**src/rtl/syn_md_pkg.sv**
```systemverilog
// rtl/syn_md_pkg.sv - shared state encoding and safe switch levels for the sync-mode sequencer
package syn_md_pkg;

    typedef enum logic [3:0] {
        ST_IDLE,
        ST_S2_OFF,
        ST_W1,
        ST_RT_ON,
        ST_W2,
        ST_S1_ON,
        ST_W3,
        ST_SOFT_EN,
        ST_ACTIVE,
        ST_SOFT_DIS,
        ST_W4,
        ST_S1_OFF,
        ST_W5,
        ST_RT_OFF,
        ST_W6,
        ST_S2_ON
    } state_t;

    localparam logic SAFE_SOFT_D = 1'b1;
    localparam logic SAFE_RT_SW  = 1'b0;
    localparam logic SAFE_SW1    = 1'b0;
    localparam logic SAFE_SW2    = 1'b1;

endpackage

```
**src/rtl/syn_md_wait_cnt.sv**
```systemverilog
// rtl/syn_md_wait_cnt.sv - loadable down-counter shared by dead-time and hold-time waits
module syn_md_wait_cnt #(
    parameter int CW = 16
) (
    input  logic          clk_sys,
    input  logic          rst,
    input  logic          load,
    input  logic [CW-1:0] load_val,
    output logic [CW-1:0] value,
    output logic          expired
);

    // load takes priority; otherwise count down and rest at zero
    always_ff @(posedge clk_sys) begin
        if (rst) begin
            value <= '0;
        end else if (load) begin
            value <= load_val;
        end else if (value != '0) begin
            value <= value - CW'(1);
        end
    end

    assign expired = (value == '0);

endmodule

```
**src/rtl/syn_md_seq.sv**
```systemverilog
// rtl/syn_md_seq.sv - break-before-make sequencer for the synchronous-mode switch set
module syn_md_seq
    import syn_md_pkg::*;
#(
    parameter int CW = 16
) (
    input  logic          clk_sys,
    input  logic          rst,
    input  logic          start,
    input  logic          stop,
    input  logic [CW-1:0] dead_time,
    input  logic [CW-1:0] hold_time,
    output logic          soft_d,
    output logic          rt_sw,
    output logic          sw1,
    output logic          sw2,
    output logic          busy,
    output logic          active,
    output logic          done
);

    state_t        state;
    state_t        next_state;
    logic [CW-1:0] dead_q;
    logic [CW-1:0] hold_q;
    logic [CW-1:0] cnt_load_val;
    logic [CW-1:0] cnt_value;
    logic          cnt_load;
    logic          cnt_expired;
    logic          stop_pend;
    logic          stop_seen;

    assign stop_seen = stop | stop_pend;
    assign busy      = (state != ST_IDLE);

    syn_md_wait_cnt #(.CW(CW)) u_wait_cnt (
        .clk_sys  (clk_sys),
        .rst      (rst),
        .load     (cnt_load),
        .load_val (cnt_load_val),
        .value    (cnt_value),
        .expired  (cnt_expired)
    );

    // capture run timing at start and remember a stop raised before the mode is reached
    always_ff @(posedge clk_sys) begin
        if (rst) begin
            dead_q    <= CW'(1);
            hold_q    <= '0;
            stop_pend <= 1'b0;
        end else if (state == ST_IDLE) begin
            stop_pend <= 1'b0;
            if (start) begin
                dead_q <= (dead_time == '0) ? CW'(1) : dead_time;
                hold_q <= hold_time;
            end
        end else if (stop && (state == ST_S2_OFF || state == ST_W1 || state == ST_RT_ON ||
                              state == ST_W2 || state == ST_S1_ON || state == ST_W3 ||
                              state == ST_SOFT_EN)) begin
            stop_pend <= 1'b1;
        end
    end

    // each switch step arms the shared counter for the wait that follows it
    always_comb begin
        cnt_load     = 1'b0;
        cnt_load_val = dead_q - CW'(1);
        case (state)
            ST_S2_OFF, ST_RT_ON, ST_S1_ON,
            ST_SOFT_DIS, ST_S1_OFF, ST_RT_OFF: cnt_load = 1'b1;
            ST_SOFT_EN: begin
                cnt_load     = 1'b1;
                cnt_load_val = hold_q - CW'(1);
            end
            default: ;
        endcase
    end

    // state register
    always_ff @(posedge clk_sys) begin
        if (rst) begin
            state <= ST_IDLE;
        end else begin
            state <= next_state;
        end
    end

    // sequence; an early stop diverts to the teardown step undoing the last switch changed
    always_comb begin
        next_state = state;
        case (state)
            ST_IDLE:     if (start) next_state = ST_S2_OFF;
            ST_S2_OFF:   next_state = ST_W1;
            ST_W1:       if (cnt_expired) next_state = stop_seen ? ST_S2_ON : ST_RT_ON;
            ST_RT_ON:    next_state = ST_W2;
            ST_W2:       if (cnt_expired) next_state = stop_seen ? ST_RT_OFF : ST_S1_ON;
            ST_S1_ON:    next_state = ST_W3;
            ST_W3:       if (cnt_expired) next_state = stop_seen ? ST_S1_OFF : ST_SOFT_EN;
            ST_SOFT_EN:  next_state = ST_ACTIVE;
            ST_ACTIVE:   if (stop_seen || (hold_q != '0 && cnt_value == '0)) next_state = ST_SOFT_DIS;
            ST_SOFT_DIS: next_state = ST_W4;
            ST_W4:       if (cnt_expired) next_state = ST_S1_OFF;
            ST_S1_OFF:   next_state = ST_W5;
            ST_W5:       if (cnt_expired) next_state = ST_RT_OFF;
            ST_RT_OFF:   next_state = ST_W6;
            ST_W6:       if (cnt_expired) next_state = ST_S2_ON;
            ST_S2_ON:    next_state = ST_IDLE;
            default:     next_state = ST_IDLE;
        endcase
    end

    // switch registers change on the edge that enters their step, so one switch moves per edge
    always_ff @(posedge clk_sys) begin
        if (rst) begin
            soft_d <= SAFE_SOFT_D;
            rt_sw  <= SAFE_RT_SW;
            sw1    <= SAFE_SW1;
            sw2    <= SAFE_SW2;
            active <= 1'b0;
            done   <= 1'b0;
        end else begin
            done   <= 1'b0;
            active <= (next_state == ST_ACTIVE);
            case (next_state)
                ST_S2_OFF:   sw2    <= ~SAFE_SW2;
                ST_RT_ON:    rt_sw  <= ~SAFE_RT_SW;
                ST_S1_ON:    sw1    <= ~SAFE_SW1;
                ST_SOFT_EN:  soft_d <= ~SAFE_SOFT_D;
                ST_SOFT_DIS: soft_d <= SAFE_SOFT_D;
                ST_S1_OFF:   sw1    <= SAFE_SW1;
                ST_RT_OFF:   rt_sw  <= SAFE_RT_SW;
                ST_S2_ON: begin
                    sw2  <= SAFE_SW2;
                    done <= 1'b1;
                end
                default: ;
            endcase
        end
    end

endmodule
```
**config.mk**
```make
export PLATFORM = sky130hd
export DESIGN_NAME = syn_md_seq
export DESIGN_NICKNAME = d
export VERILOG_FILES = /design/src/rtl/syn_md_pkg.sv /design/src/rtl/syn_md_wait_cnt.sv /design/src/rtl/syn_md_seq.sv
export SDC_FILE = /design/constraint.sdc
export NUM_CORES = 1
export LEC_CHECK = 0
export CORE_ASPECT_RATIO = 1.5
export CORE_MARGIN = 1.5
export CORE_UTILIZATION = 47
export CTS_CLUSTER_DIAMETER = 100
export DETAILED_ROUTE_END_ITERATION = 10
export GPL_ROUTABILITY_DRIVEN = 0
export PLACE_DENSITY_LB_ADDON = 0.12
export SYNTH_ARGS = -nofsm -noshare
export SYNTH_HDL_FRONTEND = slang
export SYNTH_SLANG_ARGS = --single-unit
```
**constraint.sdc**
```tcl
create_clock -name clk_sys -period 3.4 [get_ports clk_sys]
set_input_delay 0.68 -clock clk_sys [delete_from_list [all_inputs] [get_ports clk_sys]]
set_output_delay 0.68 -clock clk_sys [all_outputs]
set_load 0.01 [all_outputs]
```
# Word level (Yosys, flattened, before mapping)
# Index checks and enable logic that the tools add are counted.
op_classes:
  n_mux: 22
  eq_ne: 24
  n_reduce_logical: 23
  bitwise_logic: 1
  n_addsub: 3
op_table:
  columns: ["operator", "count"]
  rows:
  - ["2-to-1 mux 16 bit", 4]
  - ["case mux 4 bit (16 select lines)", 1]
  - ["equality test 4 bit (second input constant)", 13]
  - ["subtractor 16 x 1 -> 16 bit (second input constant)", 3]
  - ["2-to-1 mux 4 bit", 11]
  - ["zero test 16 bit", 2]
  - ["nonzero test 16 bit", 2]
  - ["equality test 4 x 3 -> 1 bit (second input constant)", 6]
  - ["equality test 4 x 2 -> 1 bit (second input constant)", 3]
  - ["nonzero test 2 bit", 5]
  - ["equality test 4 x 1 -> 1 bit (second input constant)", 2]
  - ["case mux 1 bit (2 select lines)", 4]
  - ["logical OR 1 bit", 7]
  - ["OR reduction 7 bit", 1]
  - ["zero test 4 bit", 1]
  - ["nonzero test 4 bit", 1]
  - ["logical AND 1 bit", 2]
  - ["2-to-1 mux 1 bit", 2]
  - ["AND reduction 2 bit", 1]
  - ["OR reduction 2 bit", 1]
  - ["OR 1 bit", 1]
totals:
  inputBits: 36
  reg_bits: 59
  out_inout_bits: 7

# Logic depth before layout (Yosys ltp)
# Gate-level depths: netlist of run 1.
logic_depth:
  ltp_word: 8
  mapped_depth: 12

# Cells and area by module
# A second synthesis of run 1 with hierarchy kept.
hier_totals:
  cells_unflattened: 408
  area_unflattened_um2: 3239.4
by_module_without_submodules:
  columns: ["mod", "n_inst", "area_per_inst_um2", "cells_each", "seq_area_each_um2"]
  rows:
  - ["syn_md_seq", 1, 2337.2, 296, 860.8]
  - ["syn_md_wait_cnt", 1, 902.1, 112, 320.3]

# Worst setup path after synthesis of run 1
# No wires, ideal clock.
synth_path:
  path_kind: "reg-to-reg"
  from: "reg state[1]"
  to: "reg u_wait_cnt.value[10]"
  n_path_buf: 3
  stages_incl_launch_ff: 12
  path_slack_ns: 1.002
  synth_period_minus_slack_ns: 2.398
  t_arrival_ns: 2.328
  setup_time_ns: 0.071
  cell_sequence: "dfxtp_1 -> buf_4 -> and3_1 -> nor2_1 -> clkbuf_1 -> o21ai_0 -> ha_1 -> a21boi_0 -> and2_1 -> clkbuf_1 -> a31o_2 -> a21oi_1"
synth_between:
  elab_chain_len: 4
synth_rtl:
  columns: ["element", "line", "text"]
  rows:
  - ["start, declared", "syn_md_seq.sv:22", "state_t state;"]
  - ["start signal, assigned", "syn_md_seq.sv:84", "state <= next_state;"]
  - ["equality test 4 x 1 -> 1 bit, or another cell as far along", "syn_md_seq.sv:68", "case (state)"]
  - ["OR reduction 7 bit (no line)", null, null]
  - ["2-to-1 mux 1 bit", "syn_md_seq.sv:68", null]
  - ["2-to-1 mux 16 bit / nonzero test 2 bit (equally long branches)", null, null]
  - ["end signal, assigned", "syn_md_wait_cnt.sv:18", "value <= load_val;"]
  - ["end signal, assigned", "syn_md_wait_cnt.sv:20", "value <= value - CW'(1);"]
  - ["end, declared", "syn_md_wait_cnt.sv:9", "output logic [CW-1:0] value,"]
# Several ways; a longest one is shown, not always the timed one.
# A chain may end at the register's enable or synchronous reset.

# Worst setup path after layout of run 1
layout_path:
  from: "reg state[2]"
  to: "reg u_wait_cnt.value[9]"
# Same word-level chain as after synthesis.

==> qor.yml, run 1 <==
placed_design:
  dpl_worst_slack_ns: 0.568
  portBuffers: 42
  place_hpwl_um: 5990
logic_synthesis:
  seq_area_frac_synth: 0.396
  synth-seq-cells: 59
  synth.distinct_cells: 57
  ys_async_sr_fraction: 0
  synth-edff-count: 0
  synth_ff_type: "dfxtp_1"
  synth_area_sq_mm: 0.00298
  ys.warnings.count: 0
  syn_area_per_cell_sq_um: 7.69
  synth_nets: 425
  netlist_instances: 388
timing:
  max_freq_mhz: 352
  rsz0062_at_grt: "false"
  finalClockSkew_ns: 0.00740
  fin_tns_setup_ns: 0
  period_share: 0.835
  setup_viol: 0
  slew_viol_final: 0
  worst_pin_slew_ns: 0.966
  hold_viol_final: 0
  period_needed_ns: 2.84
  max-slew-margin-rel: 0.354
  setup_ws_ns: 0.561
cts:
  path_clk_slew_ns: 0.07
  postCtsSetupBuffers: 0
  root_buffer: "clkbuf_8"
  htree_levels: 3
  cts_made_buffers: 9
  cts_hold_repair.buffers: 0
  ctsResizeCount: 0
  clk_path_buf_depth: 2
  cts_tree: "built"
  clkLatencyLatePin_ns: 0.35
  cts_num_sinks: 59
setup_path:
  slowest_stage: "dfxtp_1"
  critPathArrivalTime_ns: 3.11
  critPathLaunchType: "flip-flop"
  crit_chain: "and2_1 > o21ai_0 > a22oi_2 > or4b_4 > or4_1 > a21oi_1"
  cp-end-kind: "flip-flop"
  max_stage_delay_ns: 0.54
  worstPathRequired_ns: 3.67
  cp_max_fo: 16
  path_class: "flip-flop to flip-flop"
final_layout:
  drive_above_1_share: 0.0791
  diodes: 0
  nets: 462
  syn_to_final_growth_pct: 24.1
  utilization: 0.604
route:
  routedWlPerCell_um: 15.8
  drtIter0Drc: 153
  drc: 0
  antenna_left: 0
  routed-via-count: 2975
  via_per_inst: 5.90
  wl_um: 7970
  firstDrtPassIters: 4
pwr:
  p_sw_w: 0.00138
  power.internal_w: 0.00210
  p_seq_frac: 0.305
  power.total_w: 0.00349
  switching_share: 0.396
  p_comb_frac: 0.460
  powerDensity_mw_per_mm2: 942
  peakVddDrop_uv: 518
  clockPowerShare: 0.235
  power.leakage_nw: 1.39
global_route:
  antenna_found_initial: 0
  track_usage: 0.256
  overflow: 0
  grt_pass1_vias: 2824
  grt_pass1_wl_um: 13100
  grt_max_degree: 38
floorplanning:
  initial_core_util: 0.487
  io_pins: 43
  rows: 35
  die_y_um: 101
  die_x_um: 68.0
  dieArea_sq_mm: 0.00684
  core_sq_mm: 0.00613
min_path:
  hold_class: "flip-flop to flip-flop"
run_status:
  status: "completed"
flow_run:
  maxCapViolCount: 0
==> power by group through the flow <==
stage / Clock [W] / Sequential [W] / Combinational, W
after floorplan: 0 / 0.00100 / 0.00123
after global placement: 0 / 0.00107 / 0.00156
after detailed placement: 0 / 0.00107 / 0.00159
after CTS: 0.000831 / 0.00106 / 0.00160
after global routing: 0.000863 / 0.00108 / 0.00178
final: 0.000820 / 0.00106 / 0.00160
==> cells by family after synthesis <==
kind of cell,count (synthesis),synth area share
compound gates,119,0.251
xor+xnor,5,0.0147
fa+ha+maj,1,0.00419
buf+inv,33,0.0520
flops,59,0.396
mux,1,0.00336
simple gates,170,0.279
==> flip-flops by register name, summed over array words and instances, names as in the netlist <==
| signal | count |
|---|---|
| dead_q | 16 |
| rt_sw | 1 |
| active | 1 |
| stop_pend | 1 |
| hold_q | 16 |
| u_wait_cnt.value | 16 |
| sw2 | 1 |
| done | 1 |
| state | 4 |
| sw1 | 1 |
| soft_d | 1 |
==> synthesized netlist by cell type, types with 3 or more instances <==
library cell,instances,area (sq um)
nor3b_1,3,22.5
and3_1,5,31.3
a2bb2oi_1,5,43.8
inv_1,6,22.5
or3_1,3,18.8
nand2_1,81,304
o31ai_1,3,22.5
nor4_1,11,68.8
a31oi_1,3,18.8
buf_4,4,30.0
dfxtp_1,59,1180
nand4_1,8,50.1
o211ai_1,4,30.0
nor2_1,26,97.6
clkbuf_1,19,71.3
a21oi_1,52,260
o21ai_0,14,70.1
xnor2_1,4,35.0
and2_1,7,43.8
o22a_1,3,26.3
nand3_1,4,20.0
nor3_1,7,35.0
o22ai_1,11,68.8
==> cell usage in the layout, fill, tap and decap left out, types with 4 or more instances in the layout <==
cell type	n
nor4_1	11
a21oi_1	52
dfxtp_1	59
inv_1	6
o21ai_0	14
nand4_1	8
o211ai_1	4
a2bb2oi_1	5
clkbuf_8	12
nand2_1	81
nor2_1	26
nor3_1	7
nand3_1	4
buf_4	10
clkdlybuf4s50_1	42
and2_1	7
and3_1	5
o22ai_1	11
xnor2_1	4
==> per-stage QoR <==
| step | cells | area [sq um] | hold slack (ns) |
|---|---|---|---|
| floorplan | 388 | 2980 | 0.432 |
| global placement | 488 | 3440 | 0.445 |
| detailed placement | 488 | 3440 | 0.449 |
| CTS | 504 | 3700 | 0.462 |
| global route | 504 | 3700 | 0.485 |
| finish | 504 | 3700 | 0.463 |
==> worst paths after layout <==
path	slack, ns	startpoint	endpoint	cells after the start
max	0.56	state[2]	u_wait_cnt.value[9]	6
max reg2reg	0.56	state[2]	u_wait_cnt.value[9]	6
min	0.46	soft_d	soft_d	1
min reg2reg	0.46	soft_d	soft_d	1
==> critical path, delay by kind of cell, from the launching register on <==
family / cells / cell delay, ns
simple gates: 3 / 1.57
compound gates: 3 / 0.65
flops: 1 / 0.54
==> metal layers <==
| layer | track usage | vias up | part of all wire |
|---|---|---|---|
| met5 | 0 | - | 0 |
| met4 | 0.152 | 0 | 0.033 |
| met3 | 0.0458 | 23 | 0.037 |
| met2 | 0.438 | 73 | 0.52 |
| met1 | 0.285 | 1397 | 0.41 |
| li1 | - | 1482 | - |
==> final cells by class <==
cell class	count	area (sq um)
fillers	597	2430
multi-input cells	296	1650
flip-flops and latches	59	1180
repair buffers	52	495
clock buffers	12	165
clock inverters	4	95.1
well taps	74	92.6
inverters	7	26.3
No activity file was read; power rests on OpenSTA's default activity.
==> run 2: changes to the inputs <==
- clock period: 3.4 -> 2.6 ns (I/O delays scaled with it)
==> qor.yml, run 2 (same netlist as run 1, synthesis figures left out) <==
route:
  drc: 0  # unchanged
  routed-via-count: 3065  # +3.0%
  via_per_inst: 5.86  # -0.72%
  firstDrtPassIters: 5  # +1
  drtIter0Drc: 122  # -20%
  wl_um: 8270  # +3.8%
  routedWlPerCell_um: 15.8  # about the same
  antenna_left: 0  # unchanged
global_route:
  antenna_found_initial: 0  # unchanged
  track_usage: 0.265  # +0.00973
  grt_max_degree: 38  # unchanged
  grt_pass1_wl_um: 13500  # +3.3%
  overflow: 0  # unchanged
  grt_pass1_vias: 2905  # +2.9%
pwr:
  power.total_w: 0.00482  # +38%
  powerDensity_mw_per_mm2: 1250  # +33%
  peakVddDrop_uv: 653  # +26%
  power.leakage_nw: 1.49  # +7.1%
final_layout:
  reg_top3: "dead_q: 16 flops, hold_q: 16 flops, u_wait_cnt.value: 16 flops"
  layout_commonest_cell: "nand2_1"
  nets: 481  # +4.1%
  drive_above_1_share: 0.127  # +0.0479
  final_cell_mix: "nand2_1 (81), dfxtp_1 (57), a21oi_1 (52), clkdlybuf4s50_1 (42), buf_4 (29)"
  syn_to_final_growth_pct: 29.5
  diodes: 0  # unchanged
cts:
  root_buffer: "clkbuf_8"
  cts_num_sinks: 59  # unchanged
  htree_levels: 3  # unchanged
  cts_tree: "built"
  path_clk_slew_ns: 0.06  # about the same
  cts_made_buffers: 9  # unchanged
  cts_hold_repair.buffers: 0  # unchanged
  postCtsSetupBuffers: 0  # unchanged
  clk_path_buf_depth: 2  # unchanged
  clkLatencyLatePin_ns: 0.35  # about the same
floorplanning:
  core_sq_mm: 0.00613  # unchanged
  dieArea_sq_mm: 0.00684  # unchanged
  die_y_um: 101  # unchanged
  initial_core_util: 0.487  # unchanged
  rows: 35  # unchanged
  io_pins: 43  # unchanged
  die_x_um: 68.0  # unchanged
timing:
  period_needed_ns: 2.48
  hold_viol_final: 0  # unchanged
  max-slew-margin-rel: 0.643  # +0.289
  finalClockSkew_ns: 0.00945  # +0.00204 ns
  fin_hold_ws_ns: 0.460  # -0.00395 ns
  setup_ws_ns: 0.118  # -0.443 ns
  max_freq_mhz: 403
  worst_pin_slew_ns: 0.534  # -0.432 ns
  fin_tns_setup_ns: 0  # unchanged
  period_share: 0.955
  rsz0062_at_grt: "false"
  slew_viol_final: 0  # unchanged
  setup_viol: 0  # unchanged
run_status:
  status: "completed"
setup_path:
  critPathArrivalTime_ns: 1.96  # -1.15 ns
  cp-end-kind: "primary output"
  cp_max_fo: 9  # -7
  path_class: "flip-flop to primary output"
  worstPathRequired_ns: 2.08  # -1.59 ns
  critPathLaunchType: "flip-flop"
placed_design:
  place_hpwl_um: 6320  # +5.7%
  portBuffers: 42  # unchanged
  dpl_worst_slack_ns: 0.123  # -0.446 ns
min_path:
  hold_class: "flip-flop to flip-flop"
flow_run:
  maxCapViolCount: 0  # unchanged
==> run 2: cell count changes in the layout (fill, tap and decap cells not counted), sizes merged <==
cell,before,now
buf,10,29
==> run 2: timing repair <==
item | 4_1_cts | 5_1_grt
endpoints found under the hold margin | 0 | 0
endpoints found under the setup margin | 0 | 6
resized for setup | 0 | 5
==> run 2: cell type report <==
| type | count | area [sq um] |
|---|---|---|
| Fill cell | 573 | 2270 |
| Multi-Input combinational cell | 296 | 1660 |
| Sequential cell | 59 | 1180 |
| Timing Repair Buffer | 71 | 638 |
| Clock buffer | 12 | 165 |
| Clock inverter | 4 | 95.1 |
| Tap cell | 74 | 92.6 |
| Inverter | 7 | 26.3 |
==> run 2: worst max-delay path, stage by stage, from the launching register on <==
cell	delay (ns)
dfxtp_1	0.39
buf_4	0.20
nor4_1	0.33
buf_4	0.19
inv_1	0.04
clkdlybuf4s50_1	0.46
==> run 2: stage by stage <==
step / area, sq um / utilization / instances
finish: 3860 / 0.630 / 523
global route: 3860 / 0.630 / 523
CTS: 3840 / 0.627 / 523
detailed placement: 3580 / 0.585 / 507
global placement: 3580 / 0.585 / 507
floorplan: 2980 / - / 388
==> run 2: final timing paths <==
kind	from	to	slack, ns	cells past startpoint
setup / recovery	state[0]	busy	0.12	5
hold / removal	dead_q[14]	dead_q[14]	0.46	2
setup reg to reg	state[3]	u_wait_cnt.value[11]	0.15	6
hold reg to reg	dead_q[14]	dead_q[14]	0.46	2
==> run 2: per-layer routing <==
metal / vias up / track usage / share of wire
met3: 26 / 0.0525 / 0.039
met4: 0 / 0.134 / 0.037
li1: 1522 / - / -
met1: 1432 / 0.283 / 0.39
met2: 85 / 0.477 / 0.53
met5: - / 0 / 0
==> run 2: power breakdown <==
part / internal, W / switching [W] / leakage, nW
Combinational: 0.00106 / 0.00129 / 0.875
Sequential: 0.00116 / 0.000235 / 0.485
Clock: 0.000713 / 0.000363 / 0.133
Total: 0.00294 / 0.00188 / 1.49
